`config.mk`:
```
export PLATFORM = sky130hd
export DESIGN_NAME = ram_fifo_ctrl
export DESIGN_NICKNAME = d
export VERILOG_FILES = /design/src/rtl/ram_fifo_ctrl.sv
export SDC_FILE = /design/constraint.sdc
export NUM_CORES = 1
export LEC_CHECK = 0
export CAP_MARGIN = 20
export CORE_AREA = 2 2 74 76
export DETAILED_ROUTE_END_ITERATION = 10
export DIE_AREA = 0 0 76 78
export DONT_BUFFER_PORTS = 1
export HOLD_SLACK_MARGIN = 0.03
export PLACE_DENSITY = 0.76
export SYNTH_ARGS = -nofsm -noshare
export SYNTH_HDL_FRONTEND = slang
export SYNTH_SLANG_ARGS = --single-unit
export TNS_END_PERCENT = 50
```
`constraint.sdc`:
```
create_clock -name clk -period 3.9 [get_ports clk]
set_input_delay 0.975 -clock clk [delete_from_list [all_inputs] [get_ports clk]]
set_output_delay 0.975 -clock clk [all_outputs]
set_load 0.01 [all_outputs]
```
`src/rtl/ram_fifo_ctrl.sv`:
```
// FIFO controller driving an external single-port-per-direction RAM.
// Tracks pointers/occupancy, issues RAM strobes combinationally and returns popped words one cycle later.
module ram_fifo_ctrl #(
  parameter int D_WIDTH = 16,
  parameter int A_WIDTH = 4
) (
  input  logic               clk,
  input  logic               rst_n,
  input  logic               push,
  input  logic [D_WIDTH-1:0] in_data,
  input  logic               pop,
  input  logic               clear,
  output logic               full,
  output logic               empty,
  output logic [A_WIDTH:0]   count,
  output logic [D_WIDTH-1:0] out_data,
  output logic               out_valid,
  output logic               overflow,
  output logic               underflow,
  output logic               en_write,
  output logic               write_enable,
  output logic [A_WIDTH-1:0] address_write,
  output logic [D_WIDTH-1:0] data_write,
  output logic               en_read,
  output logic [A_WIDTH-1:0] address_read,
  input  logic [D_WIDTH-1:0] data_read
);

  localparam logic [A_WIDTH:0] DEPTH_CNT = (A_WIDTH + 1)'(1 << A_WIDTH);

  logic [A_WIDTH-1:0] wr_ptr_reg;
  logic [A_WIDTH-1:0] rd_ptr_reg;
  logic [A_WIDTH:0]   count_reg;
  logic [A_WIDTH:0]   count_next;
  logic               overflow_reg;
  logic               underflow_reg;
  logic               out_valid_reg;
  logic [D_WIDTH-1:0] out_data_hold_reg;
  logic [A_WIDTH-1:0] addr_w_hold_reg;
  logic [A_WIDTH-1:0] addr_r_hold_reg;
  logic [D_WIDTH-1:0] data_w_hold_reg;
  logic               push_acc;
  logic               pop_acc;

  assign full  = (count_reg == DEPTH_CNT);
  assign empty = (count_reg == '0);
  assign count = count_reg;

  // rst_n gates the strobes so they drop immediately on an asynchronous reset.
  assign push_acc = rst_n && !clear && push && (!full || pop);
  assign pop_acc  = rst_n && !clear && pop && !empty;

  always_comb begin
    count_next = count_reg;
    case ({push_acc, pop_acc})
      2'b10:   count_next = count_reg + 1'b1;
      2'b01:   count_next = count_reg - 1'b1;
      default: count_next = count_reg;
    endcase
  end

  always_ff @(posedge clk or negedge rst_n) begin
    if (!rst_n) begin
      wr_ptr_reg        <= '0;
      rd_ptr_reg        <= '0;
      count_reg         <= '0;
      overflow_reg      <= 1'b0;
      underflow_reg     <= 1'b0;
      out_valid_reg     <= 1'b0;
      out_data_hold_reg <= '0;
      addr_w_hold_reg   <= '0;
      addr_r_hold_reg   <= '0;
      data_w_hold_reg   <= '0;
    end else begin
      out_valid_reg <= pop_acc;
      if (out_valid_reg) begin
        out_data_hold_reg <= data_read;
      end
      if (push_acc) begin
        addr_w_hold_reg <= wr_ptr_reg;
        data_w_hold_reg <= in_data;
      end
      if (pop_acc) begin
        addr_r_hold_reg <= rd_ptr_reg;
      end
      if (clear) begin
        wr_ptr_reg    <= '0;
        rd_ptr_reg    <= '0;
        count_reg     <= '0;
        overflow_reg  <= 1'b0;
        underflow_reg <= 1'b0;
      end else begin
        if (push_acc) begin
          wr_ptr_reg <= wr_ptr_reg + 1'b1;
        end
        if (pop_acc) begin
          rd_ptr_reg <= rd_ptr_reg + 1'b1;
        end
        count_reg     <= count_next;
        overflow_reg  <= overflow_reg | (push & ~push_acc);
        underflow_reg <= underflow_reg | (pop & ~pop_acc);
      end
    end
  end

  // The RAM registers its read, so data_read is valid exactly while out_valid is high.
  assign out_valid     = out_valid_reg;
  assign out_data      = out_valid_reg ? data_read : out_data_hold_reg;
  assign overflow      = overflow_reg;
  assign underflow     = underflow_reg;
  assign en_write      = push_acc;
  assign write_enable  = push_acc;
  assign address_write = push_acc ? wr_ptr_reg : addr_w_hold_reg;
  assign data_write    = push_acc ? in_data : data_w_hold_reg;
  assign en_read       = pop_acc;
  assign address_read  = pop_acc ? rd_ptr_reg : addr_r_hold_reg;

endmodule

```
==> metrics.cfg <==
[synthesis]
synth.yosys.seq_area_share_pct=56.1
dominantRegCellSynth=sky130_fd_sc_hd__dfrtp_1
ys_types=44
synth_async_sr_flop_share_pct=100
syn_area_per_cell_um2=12.5
postSynthRegisterBits=56
number_of_synthesized_flops_with_an_enable_pin=0
mappedNetlistArea_mm2=0.00250
synthesis.yosys.warnings=0
synthesized_nets=240
postSynthCellCount=199

[worst_setup_path]
cp-end-kind=output port
critical_path_required_ps=2920
reg2reg_depth=9
critical_path.n_buffers_inverters=1
crit_path_top_delay_cell=sky130_fd_sc_hd__or4_4
critical_path.cell_chain=or4_4, nor2_4, or2_1, inv_6, nand2_1, nand2_1
worst_path_largest_cell_delay_ps=620
rr_endpoint=count[4]
rr_startpoint=count[0]
worst_ep_arrival_time_ps=2270
cp_max_fo=10
setup.reg_to_reg.worst_slack_ps=1420
critPathMostFrequentCell=sky130_fd_sc_hd__nand2_1
timing.critical_path.from_type=flop
type_of_the_worst_setup_path=reg -> out
cpLargestDelayFamily=simple AND/OR/NAND/NOR gates

[timing]
maxSlewViolCount=0
post-route-period-util_pct=83.1
clock_skew_ps=5.34
setup_viol=0
totalNegativeSetupSlack_ps=0
final_period_minus_worst_setup_slack_ps=3240
rsz_0062_raised_after_global_routing=false
fin_ws_ps=659
least_margin_pin_slew_ps=669
relSlewSlack_pct=55.4
maxClockFrequency_mhz=309
final_hold_viol_count=0

[grt]
grt_use_total_pct=15.2
grt_antenna_before_repair=0
grt.overflow.total=0
grt_util_met1_pct=18.2
grt_util_met2_pct=25.0
maximum_number_of_pins_on_one_net_before_global_route_repair=62
number_of_global_route_vias_before_repair=1493
global_route_wire_length_before_repair_um=7230
grt_use_met3_pct=6.28
grt.busiest_layer=met2

[cts]
clock_tree_from_tritoncts=yes
clkSinkCount=56
cts_max_level=2
clock_insertion_delay_worst_skew_ps=300
path_clk_slew_ps=100
cts-buffers-inserted=5
post-cts-setup-buffers=0
cts_resized=0
post_cts_hold_buffer_count=0
clock_tree.root_cell=sky130_fd_sc_hd__clkbuf_8
cts_max_path_buffers=2

[floorplanning]
core_region_area_mm2=0.00504
rows=26
start_util_pct=49.5
die-area_mm2=0.00593
dieHeight_um=78
die_w_um=76
io_pins=90

[cells_and_area]
area_growth_pct=7.52
final_cell_count_without_fillers=268
n_fill_cell=430
multiInputGateArea_mm2=0.00103
regArea_mm2=0.00140
design_area_mm2=0.00268
layout_commonest_cell=sky130_fd_sc_hd__dfrtp_1
diodes=0
final_net_count=238
drive_above_1_share_pct=26.8
mostFrequentLayoutCells=sky130_fd_sc_hd__dfrtp_1, sky130_fd_sc_hd__mux2_2, sky130_fd_sc_hd__nand2_1

[detailed_routing]
drt-wirelength-per-cell_um=16.1
drc_errors=0
vias_per_cell=5.46
drt_pre_antenna_iters=4
routed-via-count=1463
iteration_0_drc_count_of_the_detailed_router=82
postRouteWirelength_um=4300
route.antenna.remaining_nets=0

[pwr]
ir_drop_uv=310
cellLeakagePower_nw=1.19
cellPowerDensity_mw_per_mm2=633
p_total_mw=1.70

[placed_design]
dp_cells=260
hpwl_um=3050
place_worst_setup_slack_ps=728
gp_congestion=0.850
placed_cell_areas_mm2=0.00255
io_buffer_count=0

[job]
max_cap_viol_count=0

[hold_path]
holdCritPathClass=in -> async

[run_status]
outcome=finished, final reports clean

how the worst max path moves through the flow:
stage | startpoint | end | slack [ps] | cells after the start
2_1_floorplan | clear | address_write[0] | 530 | 5
3_3_place_gp | clear | data_write[5] | 750 | 4
3_5_place_dp | clear | data_write[9] | 730 | 4
4_1_cts | count[0] | address_read[3] | 620 | 6
5_1_grt | count[0] | address_read[3] | 530 | 6
6_report | count[0] | address_read[3] | 660 | 6
power by group:
part / switching (mW) / internal (mW) / total, mW
logic: 0.256 / 0.185 / 0.441
clock network: 0.180 / 0.258 / 0.438
registers: 0.0897 / 0.730 / 0.819
total: 0.526 / 1.17 / 1.70
Yosys cell counts, types with 2 or more instances:
cell type | number | area, um2
sky130_fd_sc_hd__o21a_1 | 2 | 15.0
sky130_fd_sc_hd__nand2_1 | 19 | 71.3
sky130_fd_sc_hd__inv_1 | 4 | 15.0
sky130_fd_sc_hd__ha_1 | 4 | 50.1
sky130_fd_sc_hd__o21ai_0 | 4 | 20.0
sky130_fd_sc_hd__xor2_1 | 6 | 52.6
sky130_fd_sc_hd__clkbuf_1 | 3 | 11.3
sky130_fd_sc_hd__dfrtp_1 | 56 | 1400
sky130_fd_sc_hd__mux2i_1 | 2 | 20.0
sky130_fd_sc_hd__nor2_1 | 14 | 52.6
sky130_fd_sc_hd__mux2_2 | 36 | 405
sky130_fd_sc_hd__a31oi_1 | 2 | 12.5
sky130_fd_sc_hd__nand2b_1 | 2 | 12.5
sky130_fd_sc_hd__o31ai_1 | 2 | 15.0
sky130_fd_sc_hd__nand3b_1 | 2 | 15.0
sky130_fd_sc_hd__a21oi_1 | 9 | 45.0
sky130_fd_sc_hd__buf_2 | 4 | 20.0
sky130_fd_sc_hd__xnor2_1 | 2 | 17.5
per-stage QoR:
step | util, % | hold slack, ps
floorplan | - | 499
global placement | 50.5 | 522
detailed placement | 50.5 | 528
CTS | 53.2 | 343
global route | 53.2 | 322
finish | 53.2 | 357
worst reg2reg max path, cell delays in order (launching register included):
cell and delay (ps):
sky130_fd_sc_hd__dfrtp_1 530, sky130_fd_sc_hd__nor4_4 450, sky130_fd_sc_hd__a21oi_1 200, sky130_fd_sc_hd__nand2_1 100, sky130_fd_sc_hd__o21ai_0 80, sky130_fd_sc_hd__ha_1 250, sky130_fd_sc_hd__o21ai_0 230, sky130_fd_sc_hd__o31ai_1 100
sky130_fd_sc_hd__o21a_1 170, sky130_fd_sc_hd__o31a_1 260
cell type report:
| type | instances | area share, % |
|---|---|---|
| multi-input combinational | 128 | 38.2 |
| inverter | 5 | 0.886 |
| sequential | 56 | 52.2 |
| clock buffer | 5 | 2.56 |
| clock inverter | 3 | 2.56 |
| timing repair buffer | 1 | 0.280 |
| tap | 70 | 3.26 |
routing by layer:
metal	part of all wire, %	up-vias	routed length (um)
met5	0	-	0
met4	0.53	0	23
met3	8.3	2	356
met2	49	65	2110
met1	42	708	1810
li1	-	688	-
kinds of logic (layout without fill, tap and decap cells):
family	count (synthesis)	count (layout)	share of synthesized area (%)
buffers and inverters	15	14	3.11
adders and majority gates	4	4	2.01
and+or+nand+nor	49	49	11.0
muxes	38	38	17.0
xor gates and xnor gates	8	8	2.81
DFF	56	56	56.1
AOI/OAI and AO/OA	29	29	7.92
(Power assumes the default switching activity.)
==> variant: new RTL, same settings <==
Register the output `count` once more; this adds one clock of latency there. The other outputs are not delayed to match.
--- a/src/rtl/ram_fifo_ctrl.sv
+++ b/src/rtl/ram_fifo_ctrl.sv
@@ -46,3 +46,5 @@
   assign empty = (count_reg == '0);
-  assign count = count_reg;
+  always_ff @(posedge clk) begin
+    count <= count_reg;
+  end
 
Function: changed (a bounded check fails within 4 cycles, from zero or initial values and one cycle with rst_n low).
==> variant against the original RTL <==
- combinational power is 13% lower
- count of clock-buffer cells in the layout is 8 higher
- total power is 7.2% higher
- design area is 6.3% higher
- routed wire length is 5.7% higher
- register-to-register slack worse by 0.21 ns
- first-iteration DRC count is 48% lower
- sequential cell count is 5 higher
- clock power is 31% higher
- clock skew hardly changed
- synthesized area is 3.8% higher
- worst setup slack worse by 0.097 ns
- final cell count is 3.4% higher
==> variant: results <==
synthesis:
  synth_ff_type: "dfrtp_1"
  ys_warn_count: 0
  yosysSeqAreaShare_pct: 57.97
  synth.area.top_cells: "dfrtp_1 (54%), mux2_1 (8.3%), mux2_2 (7.4%), dfxtp_1 (3.9%), nand2_1 (2.2%)"
  async_reset_ff_share_pct: 91.80
  ys_types: 47
  synthTopCellsByCount: "dfrtp_1 (56), mux2_1 (19), mux2_2 (17)"
cts:
  h-tree-depth: 3
  clock_path_buffers: 2
  clk-insertion-delay-late_ns: 0.33
  root_buffer: "clkbuf_8"
  numCtsBuffers: 9
  path_clk_slew_ns: 0.06
  post_cts.repair.setup_buffers: 0
  cts_resized: 0
critical_path:
  worst-path-max-fanout: 11
  crit_type: "flip-flop to output pin"
  r2r_cells: 9
  reg2reg_to: "count_reg[4]$_DFFE_PN0P_"
  setup.worst_path.end: "address_read[1]"
  path_delay_family: "simple AND/OR/NAND/NOR gates"
  rr_startpoint: "count_reg[0]$_DFFE_PN0P_"
  critPathArrivalTime_ns: 2.36
  cp_slowest_cell: "or4_4"
  ff2ff_setup_slack_ns: 1.21
  cp_slowest_stage_delay_ns: 0.62
timing:
  worst_pin_slew_ns: 0.6913
  fin_skew_ns: 0.005311
global_route:
  grt_max_degree: 62
  antenna_found_initial: 0
  grt_pass1_wl_um: 7272
  grt_pass1_vias: 1498
  track_usage_pct: 16.13
flow_run:
  cap_violations: 0
cells_and_area:
  diodes: 0
  drive_gt1_share_pct: 22.71
  fin_nets: 243
outcome:
  status: "finished, final reports clean"
pwr:
  power.leakage_nw: 1.280
  irDropWorstVdd_mv: 0.3706
  p_int_w: 0.001288
placed_design:
  io_buffers: 0
  place_congestion: 0.8024
  hpwlAfterDp_um: 3111
routing:
  drtIter0Drc: 43
  routedWlPerCell_um: 16.42
  drtPass1Iterations: 4
  detail-route-antenna-nets: 0
  viasPerCell: 5.372
min_path:
  hp-class: "primary input to asynchronous set/reset pin"
==> variant: metrics by stage <==
step / worst slack [ns] / area [um2] / hold slack, ns / std cells
after floorplan: 0.6116 / 2590 / 0.3464 / 199
final: 0.5619 / 2854 / 0.3299 / 277
after detailed placement: 0.5975 / 2643 / 0.5300 / 261
after global placement: 0.6307 / 2643 / 0.5248 / 261
after global routing: 0.3592 / 2854 / 0.2991 / 277
after CTS: 0.5394 / 2854 / 0.3100 / 277
==> variant: final cells by class <==
cell class / count / area (um2)
inverter: 7 / 26.28
tap: 70 / 87.58
sequential: 61 / 1501
timing repair buffer: 2 / 15.01
clock inverter: 3 / 42.54
clock buffer: 13 / 168.9
multi-input combinational: 121 / 1012
fill: 437 / 2188
==> variant: power groups by stage <==
stage               Combinational [W]  Sequential [W]  Clock [W]
finish                       0.000383        0.000866   0.000572
global route                 0.000411        0.000884   0.000626
CTS                          0.000390        0.000867   0.000593
detailed placement           0.000388        0.000879          0
global placement             0.000379        0.000870          0
floorplan                    0.000366        0.000837          0
==> variant: logic make-up after synthesis <==
logic type | after synthesis | synth area share (%)
compound gates | 23 | 6.715
xor+xnor | 7 | 2.367
fa+ha+maj | 4 | 1.932
buf+inv | 17 | 3.285
flops | 61 | 57.97
mux | 41 | 17.78
simple gates | 46 | 9.952
==> variant: worst min path at each step <==
| stage | from | cells after the start | end |
|---|---|---|---|
| after floorplan | count_reg[2]$_DFFE_PN0P_ | 0 | count[2]$_DFF_P_ |
| after global placement | out_data_hold_reg[0]$_DFF_PN0_ | 1 | out_data_hold_reg[0]$_DFF_PN0_ |
| after detailed placement | out_data_hold_reg[0]$_DFF_PN0_ | 1 | out_data_hold_reg[0]$_DFF_PN0_ |
| after CTS | rst_n | 0 | rd_ptr_reg[0]$_DFFE_PN0P_ |
| after global routing | rst_n | 0 | addr_r_hold_reg[0]$_DFF_PN0_ |
| final | rst_n | 0 | addr_r_hold_reg[2]$_DFF_PN0_ |
==> variant: layer usage <==
layer | vias up | GRT usage, % | wire (um)
li1 | 688 | - | -
met1 | 725 | 17.90 | 1909
met2 | 70 | 25.18 | 2068
met3 | 5 | 10.58 | 528
met4 | 0 | 5.455 | 43
met5 | - | 0 | 0
==> variant: worst reg2reg max path, cell delays in order (launching register included) <==
cell and delay (ns):
dfrtp_1 0.50, nor4_4 0.45, a211oi_1 0.16, a21o_1 0.17, ha_1 0.21, or3_1 0.31, a21oi_1 0.25, a21oi_1 0.10
a221o_1 0.33, o31a_1 0.11
